<file path="src/rtl/counter_sequencer.sv">
// counter_sequencer
//   Run controller for the up/down counter datapath. Divides clk into a
//   programmable count-enable tick, drives the counter direction flag, keeps
//   a shadow of the commanded count and pulses `done` when a run completes.
//   Sequences: up, down, ping-pong; each repeated for a programmed number of
//   passes.
//
// Build option:
//   COUNTER_SEQ_PASSES_EN  defined   -> `passes` / `pass_cnt` functional
//                          undefined -> one pass per start, pass_cnt = 0,
//                                       no pass counter flops
//
// Ports:
//   clk, rst_n     clock, synchronous active-low reset
//   start          level, sampled in IDLE only
//   stop           abort request, sampled in RUN
//   mode[1:0]      00 up, 01 down, 10 ping-pong, 11 up
//   div_val        tick period minus 1
//   limit          sequence end value (clamped to C_MAX-1 at latch)
//   passes         pass count, 0 = run until stop
//   cnt_en         one-cycle tick to the counter enable
//   reverse        1 = counter counting down
//   position       shadow of the commanded count
//   busy           high in RUN
//   done           one-cycle completion pulse
//   pass_cnt       completed passes in the current run

module counter_sequencer #(
  parameter  int C_MAX = 256,
  parameter  int DIV_W = 16,
  localparam int CW    = $clog2(C_MAX)
) (
  input  logic             clk,
  input  logic             rst_n,
  input  logic             start,
  input  logic             stop,
  input  logic [1:0]       mode,
  input  logic [DIV_W-1:0] div_val,
  input  logic [CW-1:0]    limit,
  input  logic [7:0]       passes,
  output logic             cnt_en,
  output logic             reverse,
  output logic [CW-1:0]    position,
  output logic             busy,
  output logic             done,
  output logic [7:0]       pass_cnt
);

  typedef enum logic [1:0] {
    S_IDLE = 2'd0,
    S_RUN  = 2'd1,
    S_DONE = 2'd2
  } state_e;

  localparam int            CW1       = CW + 1;
  localparam logic [CW:0]   CMAX_EXT  = CW1'(C_MAX);
  localparam logic [CW-1:0] LIMIT_MAX = CW'(C_MAX - 1);

  state_e           state_q, state_d;
  logic [1:0]       mode_q, mode_d;
  logic [DIV_W-1:0] div_val_q, div_val_d;
  logic [DIV_W-1:0] div_q, div_d;
  logic [CW-1:0]    limit_q, limit_d;
  logic [CW-1:0]    position_q, position_d;
  logic             reverse_q, reverse_d;
  logic             cnt_en_q, cnt_en_d;
  logic             busy_q, busy_d;
  logic             done_q, done_d;

  // Clamp is only reachable when C_MAX is not a power of two.
  logic [CW-1:0] limit_clamped;
  assign limit_clamped = ({1'b0, limit} >= CMAX_EXT) ? LIMIT_MAX : limit;

  logic in_down, mode_down, mode_pp;
  assign in_down   = (mode == 2'b01);
  assign mode_down = (mode_q == 2'b01);
  assign mode_pp   = (mode_q == 2'b10);

  // Values reloaded at the start of every pass.
  logic [CW-1:0] start_pos;
  logic          start_rev;
  assign start_pos = mode_down ? limit_q : '0;
  assign start_rev = mode_down;

  // One step of the sequence, applied when a tick is taken.
  logic [CW-1:0] step_pos;
  logic          step_rev;
  logic          pass_end;

  always_comb begin
    step_pos = position_q;
    step_rev = reverse_q;
    pass_end = 1'b0;
    if (mode_down) begin
      if (position_q == '0) pass_end = 1'b1;
      else                  step_pos = position_q - 1'b1;
    end else if (mode_pp) begin
      if (!reverse_q) begin
        if (position_q == limit_q) begin
          // Turn-around; a zero-length ping-pong has nowhere to turn.
          if (limit_q == '0) begin
            pass_end = 1'b1;
          end else begin
            step_rev = 1'b1;
            step_pos = position_q - 1'b1;
          end
        end else begin
          step_pos = position_q + 1'b1;
        end
      end else begin
        if (position_q == '0) pass_end = 1'b1;
        else                  step_pos = position_q - 1'b1;
      end
    end else begin
      if (position_q == limit_q) pass_end = 1'b1;
      else                       step_pos = position_q + 1'b1;
    end
  end

`ifdef COUNTER_SEQ_PASSES_EN
  logic [7:0] passes_q, passes_d;
  logic [7:0] pass_cnt_q, pass_cnt_d;
  logic [7:0] pass_cnt_inc;
  logic       run_final;

  assign pass_cnt_inc = (pass_cnt_q == 8'hFF) ? 8'hFF : pass_cnt_q + 1'b1;
  assign run_final    = pass_end && (passes_q != 8'd0) && (pass_cnt_inc == passes_q);
  assign pass_cnt     = pass_cnt_q;
`else
  logic run_final;
  logic unused_passes;

  assign run_final     = pass_end;
  assign unused_passes = ^passes;
  assign pass_cnt      = 8'd0;
`endif

  always_comb begin
    state_d    = state_q;
    mode_d     = mode_q;
    div_val_d  = div_val_q;
    limit_d    = limit_q;
    div_d      = div_q;
    position_d = position_q;
    reverse_d  = reverse_q;
    cnt_en_d   = 1'b0;
    busy_d     = 1'b0;
    done_d     = 1'b0;
`ifdef COUNTER_SEQ_PASSES_EN
    passes_d   = passes_q;
    pass_cnt_d = pass_cnt_q;
`endif

    unique case (state_q)
      S_IDLE: begin
        if (start) begin
          mode_d     = mode;
          div_val_d  = div_val;
          limit_d    = limit_clamped;
          div_d      = '0;
          position_d = in_down ? limit_clamped : '0;
          reverse_d  = in_down;
          busy_d     = 1'b1;
          // cnt_en is registered, so the first tick is decided one cycle early.
          cnt_en_d   = (div_val == '0);
          state_d    = S_RUN;
`ifdef COUNTER_SEQ_PASSES_EN
          passes_d   = passes;
          pass_cnt_d = 8'd0;
`endif
        end
      end

      S_RUN: begin
        if (stop) begin
          // Abort: the tick in this cycle has no effect, except that a run-
          // completing tick still counts its pass.
          state_d = S_IDLE;
          div_d   = '0;
`ifdef COUNTER_SEQ_PASSES_EN
          if (cnt_en_q && run_final) pass_cnt_d = pass_cnt_inc;
`endif
        end else begin
          busy_d   = 1'b1;
          div_d    = cnt_en_q ? '0 : div_q + 1'b1;
          cnt_en_d = (div_d == div_val_q);
          if (cnt_en_q) begin
            if (pass_end) begin
`ifdef COUNTER_SEQ_PASSES_EN
              pass_cnt_d = pass_cnt_inc;
`endif
              if (run_final) begin
                // Position and direction hold their last commanded values.
                state_d  = S_DONE;
                busy_d   = 1'b0;
                cnt_en_d = 1'b0;
                done_d   = 1'b1;
              end else begin
                position_d = start_pos;
                reverse_d  = start_rev;
              end
            end else begin
              position_d = step_pos;
              reverse_d  = step_rev;
            end
          end
        end
      end

      S_DONE: begin
        state_d = S_IDLE;
      end

      default: begin
        state_d = S_IDLE;
      end
    endcase
  end

  always_ff @(posedge clk) begin
    if (!rst_n) begin
      state_q    <= S_IDLE;
      mode_q     <= 2'b00;
      div_val_q  <= '0;
      limit_q    <= '0;
      div_q      <= '0;
      position_q <= '0;
      reverse_q  <= 1'b0;
      cnt_en_q   <= 1'b0;
      busy_q     <= 1'b0;
      done_q     <= 1'b0;
`ifdef COUNTER_SEQ_PASSES_EN
      passes_q   <= 8'd0;
      pass_cnt_q <= 8'd0;
`endif
    end else begin
      state_q    <= state_d;
      mode_q     <= mode_d;
      div_val_q  <= div_val_d;
      limit_q    <= limit_d;
      div_q      <= div_d;
      position_q <= position_d;
      reverse_q  <= reverse_d;
      cnt_en_q   <= cnt_en_d;
      busy_q     <= busy_d;
      done_q     <= done_d;
`ifdef COUNTER_SEQ_PASSES_EN
      passes_q   <= passes_d;
      pass_cnt_q <= pass_cnt_d;
`endif
    end
  end

  assign cnt_en   = cnt_en_q;
  assign reverse  = reverse_q;
  assign position = position_q;
  assign busy     = busy_q;
  assign done     = done_q;

endmodule

</file>
<file path="config.mk">
export PLATFORM = sky130hd
export DESIGN_NAME = counter_sequencer
export DESIGN_NICKNAME = d
export VERILOG_FILES = /design/src/rtl/counter_sequencer.sv
export SDC_FILE = /design/constraint.sdc
export NUM_CORES = 1
export LEC_CHECK = 0
export ABC_AREA = 1
export BUFFER_PORTS_ARGS = -buffer_cell sky130_fd_sc_hd__buf_2
export CORE_UTILIZATION = 35
export DETAILED_ROUTE_END_ITERATION = 10
export PLACE_DENSITY = 0.58
export SLEW_MARGIN = 0
export SYNTH_ARGS = -nofsm -noshare
export SYNTH_HDL_FRONTEND = slang
export SYNTH_SLANG_ARGS = --single-unit
</file>
<file path="constraint.sdc">
create_clock -name clk -period 2 [get_ports clk]
set_clock_uncertainty 0.15 [all_clocks]
set_input_delay 0.3 -clock clk [delete_from_list [all_inputs] [get_ports clk]]
set_output_delay 0.3 -clock clk [all_outputs]
set_load 0.02 [all_outputs]
</file>
# Word level (Yosys, flattened, before mapping)
# Cells that the tools add are included.
# W data, S select, Z words.
word_totals:
  reg_bits: 56
  inputBits: 38
classes:
  reduce_logical: 11
  n_bitwise: 3
  eq_ne: 16
  mux: 50
  add_sub_neg: 3
ops:
  columns: ["op", "count"]
  rows:
  - ["$mux W8", 12]
  - ["$mux W16", 3]
  - ["$pmux W16 S2", 1]
  - ["$mux W1", 25]
  - ["$add A16 B1 Y16 const B", 1]
  - ["$eq A16 B16 Y1", 1]
  - ["$logic_not A16 Y1", 1]
  - ["$logic_not A8 Y1", 2]
  - ["$pmux W8 S2", 1]
  - ["$reduce_and A7 Y1", 2]
  - ["$ne A2 B2 Y1 const B", 6]
  - ["$add A8 B1 Y8 const B", 1]
  - ["$eq A8 B8 Y1", 1]
  - ["$mux W2", 4]
  - ["$sub A8 B1 Y8 const B", 1]
  - ["$eq A2 B1 Y1 const B", 3]
  - ["$ne A3 B3 Y1 const B", 2]
  - ["$pmux W1 S2", 3]
  - ["$ne A5 B5 Y1 const B", 1]
  - ["$ne A4 B4 Y1 const B", 1]
  - ["$pmux W2 S2", 1]
  - ["$reduce_and A2 Y1", 2]
  - ["$reduce_or A4 Y1", 1]
  - ["$not A1 Y1", 3]
  - ["4 further kinds", 4]

# Longest topological paths before layout
# Gate-level depths: netlist of the first run.
logic_depth:
  word_depth: 10
  mapped_depth: 16
  ltp_nobuf: 15

# Worst setup path after synthesis of the first run
# OpenSTA, ideal clock, no wires.
synth_timing:
  kind: "flip-flop to flip-flop"
  from: "register position_q[0], in the netlist position[0]"
  to: "register position_q[6], in the netlist position[6]"
  t_arrival_ns: 1.677
  n_path_buf: 0
  required_time_ns: 1.786
  path_slack_ns: 0.109
  synth_period_minus_slack_ns: 1.891
  path_stages_with_launch: 12
  setup_ns: 0.064
  cell_sequence: "dfxtp_1 -> inv_1 -> ha_1 -> nand3_1 -> nor2_1 -> nand2_1 -> inv_1 -> nor2_1 -> o21ai_0 -> o21ai_1 -> nor2_1 -> nor2_1"
synth_via:
  elab_chain_len: 10
synth_lines:
  columns: ["item", "line", "text"]
  rows:
  - ["from (decl)", "64", "logic [CW-1:0] position_q, position_d;"]
  - ["from (signal assigned)", "242", "position_q <= position_d;"]
  - ["$sub A8 B1 Y8", "96, 105, 112", null]
  - ["$mux W8", "101", "if (limit_q == '0) begin"]
  - ["$mux W8", "99", "if (position_q == limit_q) begin"]
  - ["$mux W8", "98", "if (!reverse_q) begin"]
  - ["$mux W8", "97", "end else if (mode_pp) begin"]
  - ["$mux W8", "94", "if (mode_down) begin"]
  - ["$mux W8", "188", "if (pass_end) begin"]
  - ["$mux W8", "187", "if (cnt_en_q) begin"]
  - ["$mux W8", "175", "if (stop) begin"]
  - ["$pmux W8 S2", "154", "unique case (state_q)"]
# Parallel ways exist; a longest one is shown, timed or not. The select of a mux whose other input is x is not followed.
# A chain may end at the register's enable or synchronous reset.

# Worst setup path in the final report of the first run
layout_timing:
  from: "register position_q[0], in the netlist position[0]"
  to: "register position_q[1], in the netlist position[1]"
# Same word-level chain as after synthesis.

==> metrics.yaml, run 1 <==
power_and_ir_drop:
  switching_share_pct: 32.2
  pwr-share-comb_pct: 25.3
  ir_drop_uv: 390
  power_frac_clock_pct: 29.9
  p_sw_mw: 0.899
  seq_power_share_pct: 44.8
  p_int_mw: 1.89
  leakagePower_nw: 1.96
  power_density_nw_per_um2: 653
logic_synthesis:
  synth_area_per_cell_um2: 6.22
  synth_cells: 578
  yosysUniqueCellTypes: 38
  synth_top_area_share_pct: 31.2
  ys_ff_latch: 56
  yosysSeqAreaShare_pct: 31.2
  synthesis.area_um2: 3590
  synth_area_leaders: "dfxtp_1 31%, nand2_1 17%, nor2_1 9.8%"
  synth_top_area_cell: "dfxtp_1"
  ys_warn_count: 0
finish:
  diodes: 0
  finish.utilization_pct: 43.3
  finalInstanceArea_um2: 4270
  area_growth_pct: 18.9
  layout-drive-gt1-share_pct: 19.0
  n_fill_cell: 1057
  nets: 679
cts:
  cts_buffers: 5
  hold_buffers: 0
  clock_sink_count: 56
  clkTransAtPathRegs_ps: 100
  cts_tree: "built"
  root_buffer: "clkbuf_8"
  clock_path_buffers: 2
  clock_latency_ps: 310
  htreeDepth: 2
die:
  fp.dieW_um: 103
  die_h_um: 103
  core_area_um2: 9860
  io-pin-count: 58
  num_rows: 36
  start_util_pct: 36.4
  dieArea_um2: 10700
drt:
  drt-pass1-iter-count: 5
  vias_per_cell: 4.82
  drt_iter0_drc: 144
  drt-total-wl_um: 9590
  avgRoutedWirePerCell_um: 12.5
  via_count: 3706
  ant_nets: 0
  drc: 0
critical_path:
  cpPeakStageDelay_ps: 330
  critical_path_class: "flop to flop"
  crit_arrival_ps: 1990
  crit_path_start_kind: "flop"
  crit_path_top_delay_cell: "dfxtp_2"
  cp_num_buf_inv: 2
  cp_cell_sequence: "buf_4, xor2_1, nor2_1, nand2_1, nor2_4, o211ai_1, buf_4, nand4_2, nand2_1, nand2_1, nor2_1"
  end_kind: "flop"
  r2r_cells: 11
  cp.required_ps: 2070
  path_common_cell: "nand2_1"
  reg2reg_setup_slack_ps: 80
  cp_max_fo: 8
  critPathTopFamily: "simple AND/OR/NAND/NOR gates"
  crit_cells: 11
place:
  placed_area_um2: 4030
  hpwl_um: 7120
  port_buffers: 41
  place_congestion: 0.868
hold_path:
  hold_path_class: "primary input to flop"
  hold_depth: 3
global_route:
  globalRouteOverflowTotal: 0
  grt_max_degree: 36
  antenna_found_initial: 0
  grt_pass1_vias: 3445
  grt_pass1_wl_um: 15600
  grt_usage_pct: 18.7
outcome:
  status: "complete, no violations"
timing:
  rsz0062_at_grt: "true"
  fin_crit_sh_pct: 96.2
  fmax_mhz: 519
  setup_violations: 0
  slew_violations: 0
  finalHoldViolCount: 0
  tns_ps: 0
  min_period_ps: 1920
job:
  cap_violations: 0
[kinds of logic after synthesis]
family,share of synthesized area [%]
simple gates,42.0
buf+inv,10.1
compound gates,10.3
flops,31.2
xor+xnor,4.14
fa+ha+maj,2.09
other cells,0.104
[worst paths after layout]
check | start | end
min | div_val[4] | div_val_q[4]
max reg2reg | position[0] | position[1]
min reg2reg | div_val_q[15] | div_val_q[15]
max | position[0] | position[1]
[metal layers]
metal  GRT usage [%]  routed length [µm]  vias to the layer above
li1                -                   -                     1944
met4            4.44                 130                        0
met2            35.1                4960                       67
met5               0                   0                        -
met3            2.69                 331                       13
met1            22.3                4160                     1682
[cell usage in the layout, fill, tap and decap left out, drive strengths merged, types with 6 or more instances in the layout]
| master | n |
|---|---|
| clkbuf | 7 |
| nand3b | 6 |
| ha | 6 |
| xor2 | 14 |
| o21ai | 31 |
| nand3 | 47 |
| nor3 | 8 |
| nand2 | 170 |
| nand4 | 15 |
| inv | 55 |
| buf | 68 |
| nor2 | 99 |
| dfxtp | 56 |
| conb | 8 |
| a21oi | 32 |
[metrics by stage]
| stage | std cells | total power, mW | hold WS [ps] | setup WS, ps |
|---|---|---|---|---|
| final | 769 | 2.79 | 104 | 75.0 |
| after floorplan | 585 | 1.77 | 294 | 109 |
| after global placement | 757 | 1.94 | 315 | 17.5 |
| after global routing | 769 | 2.96 | 110 | -61.7 |
| after CTS | 765 | 2.80 | 96.2 | 21.8 |
| after detailed placement | 757 | 1.95 | 315 | 11.6 |
[state kept, by name, indices dropped and copies added (netlist names)]
register   cells
busy           1
div_val_q     16
cnt_en         1
div_q         16
done           1
state_q        2
position       8
reverse        1
limit_q        8
mode_q         2
[final cells by class]
| cell class | instances | area [µm²] | share of cell area, % |
|---|---|---|---|
| Clock buffer | 7 | 96.3 | 2.25 |
| Timing Repair Buffer | 68 | 408 | 9.54 |
| Inverter | 56 | 210 | 4.92 |
| Tap cell | 133 | 166 | 3.89 |
| Sequential cell | 56 | 1130 | 26.6 |
| Clock inverter | 1 | 30.0 | 0.703 |
| Multi-Input combinational cell | 448 | 2230 | 52.1 |
[power by group through the flow]
| stage | sequential, mW | clock [mW] | combinational, mW |
|---|---|---|---|
| 4_1_cts | 1.24 | 0.862 | 0.689 |
| 3_3_place_gp | 1.27 | 0 | 0.677 |
| 6_report | 1.25 | 0.836 | 0.706 |
| 2_1_floorplan | 1.28 | 0 | 0.481 |
| 5_1_grt | 1.26 | 0.897 | 0.801 |
| 3_5_place_dp | 1.27 | 0 | 0.686 |
[repair_timing]
item                       in CTS  in global routing
buffers inserted                0                  3
hold endpoints to repair        0                  0
pin swaps                       0                 12
resized for setup               3                 26
setup endpoints to repair       2                 10
gates cloned                    0                  2
[synth_stat cells (all sizes together)]
library cell,number
nand2,169
nor2,99
dfxtp,56
inv,55
nand3,47
a21oi,32
o21ai,31
buf,15
nand4,14
xor2,14
clkbuf,12
nor3,8
ha,6
nand3b,6
nor4,3
o211ai,3
xnor2,3
a211oi,1
clkinv,1
conb,1
o21bai,1
o22ai,1
[worst reg2reg max path, delay by kind of cell (launching register included)]
family	cells	cell delay, ps
AO/OA/AOI/OAI	1	120
AND/OR/NAND/NOR	7	770
XOR/XNOR	1	160
buffers and inverters	2	320
flip-flops	1	330
Note: power is estimated with default switching activity, not from simulation.
==> inputs of run 2 (changes only) <==
Settings changed: PLACE_DENSITY 0.58 to not set, SLEW_MARGIN 0 to not set.
==> run 2 against run 1 <==
  * Via count rose by 1.1%
  * Non-clock buffer count is 1 higher
  * Hold slack worse by 5.7 ps
  * Highest routed layer unchanged
  * Global-route usage shrank 0.53 points
  * Critical path type unchanged
  * Clock-buffer cell count decreased by 1
  * Largest cell class unchanged
  * Maximum frequency rose by 0.51%
  * Sequential power is essentially flat
  * Register-to-register slack barely moved
  * Sequential share of layout area is 0.10 points lower
  * Critical path depth increased by 3
  * First-iteration DRC count decreased by 24%
==> metrics.yaml, run 2 (same netlist as run 1, synthesis figures left out) <==
cts:
  clkTransAtPathRegs_ps: 110
  clock_sink_count: 56
  hold_buffers: 0
  htreeDepth: 2
  clock_latency_ps: 310
  clock_path_buffers: 2
  cts_buffers: 5
  root_buffer: "clkbuf_8"
  cts_tree: "built"
drt:
  drt-total-wl_um: 9720
  drc: 0
  via_count: 3747
  drt-pass1-iter-count: 5
  drt_iter0_drc: 109
  ant_nets: 0
  avgRoutedWirePerCell_um: 12.6
  vias_per_cell: 4.87
finish:
  finalInstanceArea_um2: 4320
  nets: 680
  layout-drive-gt1-share_pct: 20.9
  multiInputGateArea_um2: 2280
  biggestRegsByFlops: "div_q (16), div_val_q (16)"
  finish.utilization_pct: 43.8
  area_growth_pct: 20.3
  diodes: 0
  mostFrequentLayoutCell: "nand2_1"
  ff_latch_area_um2: 1140
  n_fill_cell: 1040
  final_cell_mix: "154 x nand2_1, 89 x nor2_1, 52 x inv_1, 44 x dfxtp_1"
global_route:
  globalRouteOverflowTotal: 0
  grt_max_degree: 36
  grt_pass1_vias: 3392
  antenna_found_initial: 0
  grt_usage_pct: 18.2
  grt_pass1_wl_um: 15200
timing:
  tightest_slew_ps: 507
  slew_headroom_pct: 65.9
  slew_violations: 0
  min_period_ps: 1920
  finalHoldViolCount: 0
  rsz0062_at_grt: "true"
  setup_violations: 0
  fmax_mhz: 522
  setup_ws_ps: 84.7
  fin_crit_sh_pct: 95.8
  tns_ps: 0
  holdWs_ps: 97.9
outcome:
  status: "complete, no violations"
die:
  num_rows: 36
  start_util_pct: 36.4
  io-pin-count: 58
  fp.dieW_um: 103
  core_area_um2: 9860
  die_h_um: 103
  dieArea_um2: 10700
place:
  placed_area_um2: 4020
  hpwl_um: 7040
  place_congestion: 0.947
  pre_cts_slack_ps: 36.0
  port_buffers: 41
hold_path:
  hold_path_class: "primary input to flop"
job:
  cap_violations: 0
critical_path:
  critical_path_class: "flop to flop"
  crit_path_start_kind: "flop"
  crit_arrival_ps: 2030
  end_kind: "flop"
  cp.required_ps: 2110
  reg2reg_setup_slack_ps: 80
  cp_max_fo: 4
power_and_ir_drop:
  leakagePower_nw: 2.00
  power_density_nw_per_um2: 611
  ir_drop_uv: 305
run 2: cell types whose count changed in the layout (fill, tap and decap cells not counted), sizes merged:
cell | before | now
buf | 68 | 69
clkbuf | 7 | 6
clkinvlp | 0 | 1
clkinv | 1 | 2
bufinv | 1 | 0
run 2: report_power, final:
group          leakage, nW  internal [mW]  switching [mW]
sequential           0.466           1.19          0.0708
combinational         1.48          0.274           0.439
clock               0.0510          0.278           0.392
total                 2.00           1.74           0.902
run 2: final cells by class:
type,instances,area share [%]
Multi-Input combinational cell,448,52.7
Sequential cell,56,26.4
Timing Repair Buffer,69,9.87
Inverter,56,4.95
Tap cell,133,3.85
Clock buffer,6,1.91
Clock inverter,2,0.231
run 2: repair_timing:
item / in CTS / in global routing
setup buffers: 0 / 6
gates resized for setup: 0 / 50
endpoints found under the setup margin: 0 / 9
hold endpoints to repair: 0 / 0
run 2: critical path: stages (launching register included):
cell and delay, ps:
dfxtp_2 370, buf_6 130, nand2_4 50, nor2_4 210
buf_6 130, nand4_1 90, nand2_2 110, nand2_1 50
nand2_1 50, nand2_1 50, nor2_1 120, nand2_1 70
nor2_1 100, nand2_1 70, a21oi_2 100
run 2: path summary, 6_finish.rpt:
path | from | to | cells past startpoint
min | div_val[3] | div_val_q[3] | 3
max reg2reg | div_q[0] | cnt_en | 14
min reg2reg | div_val_q[2] | div_val_q[2] | 2
max | div_q[0] | cnt_en | 14
run 2: through the flow:
stage,std cells,power (mW)
finish,770,2.64
CTS,764,2.62
floorplan,585,1.77
global route,770,2.81
detailed placement,756,1.95
global placement,756,1.94
run 2: layer usage:
metal  GRT usage (%)  share of wire, %
met3            2.55               2.9
met1            21.2                43
met2            34.6                53
met4            4.77               1.4
met5               0                 0
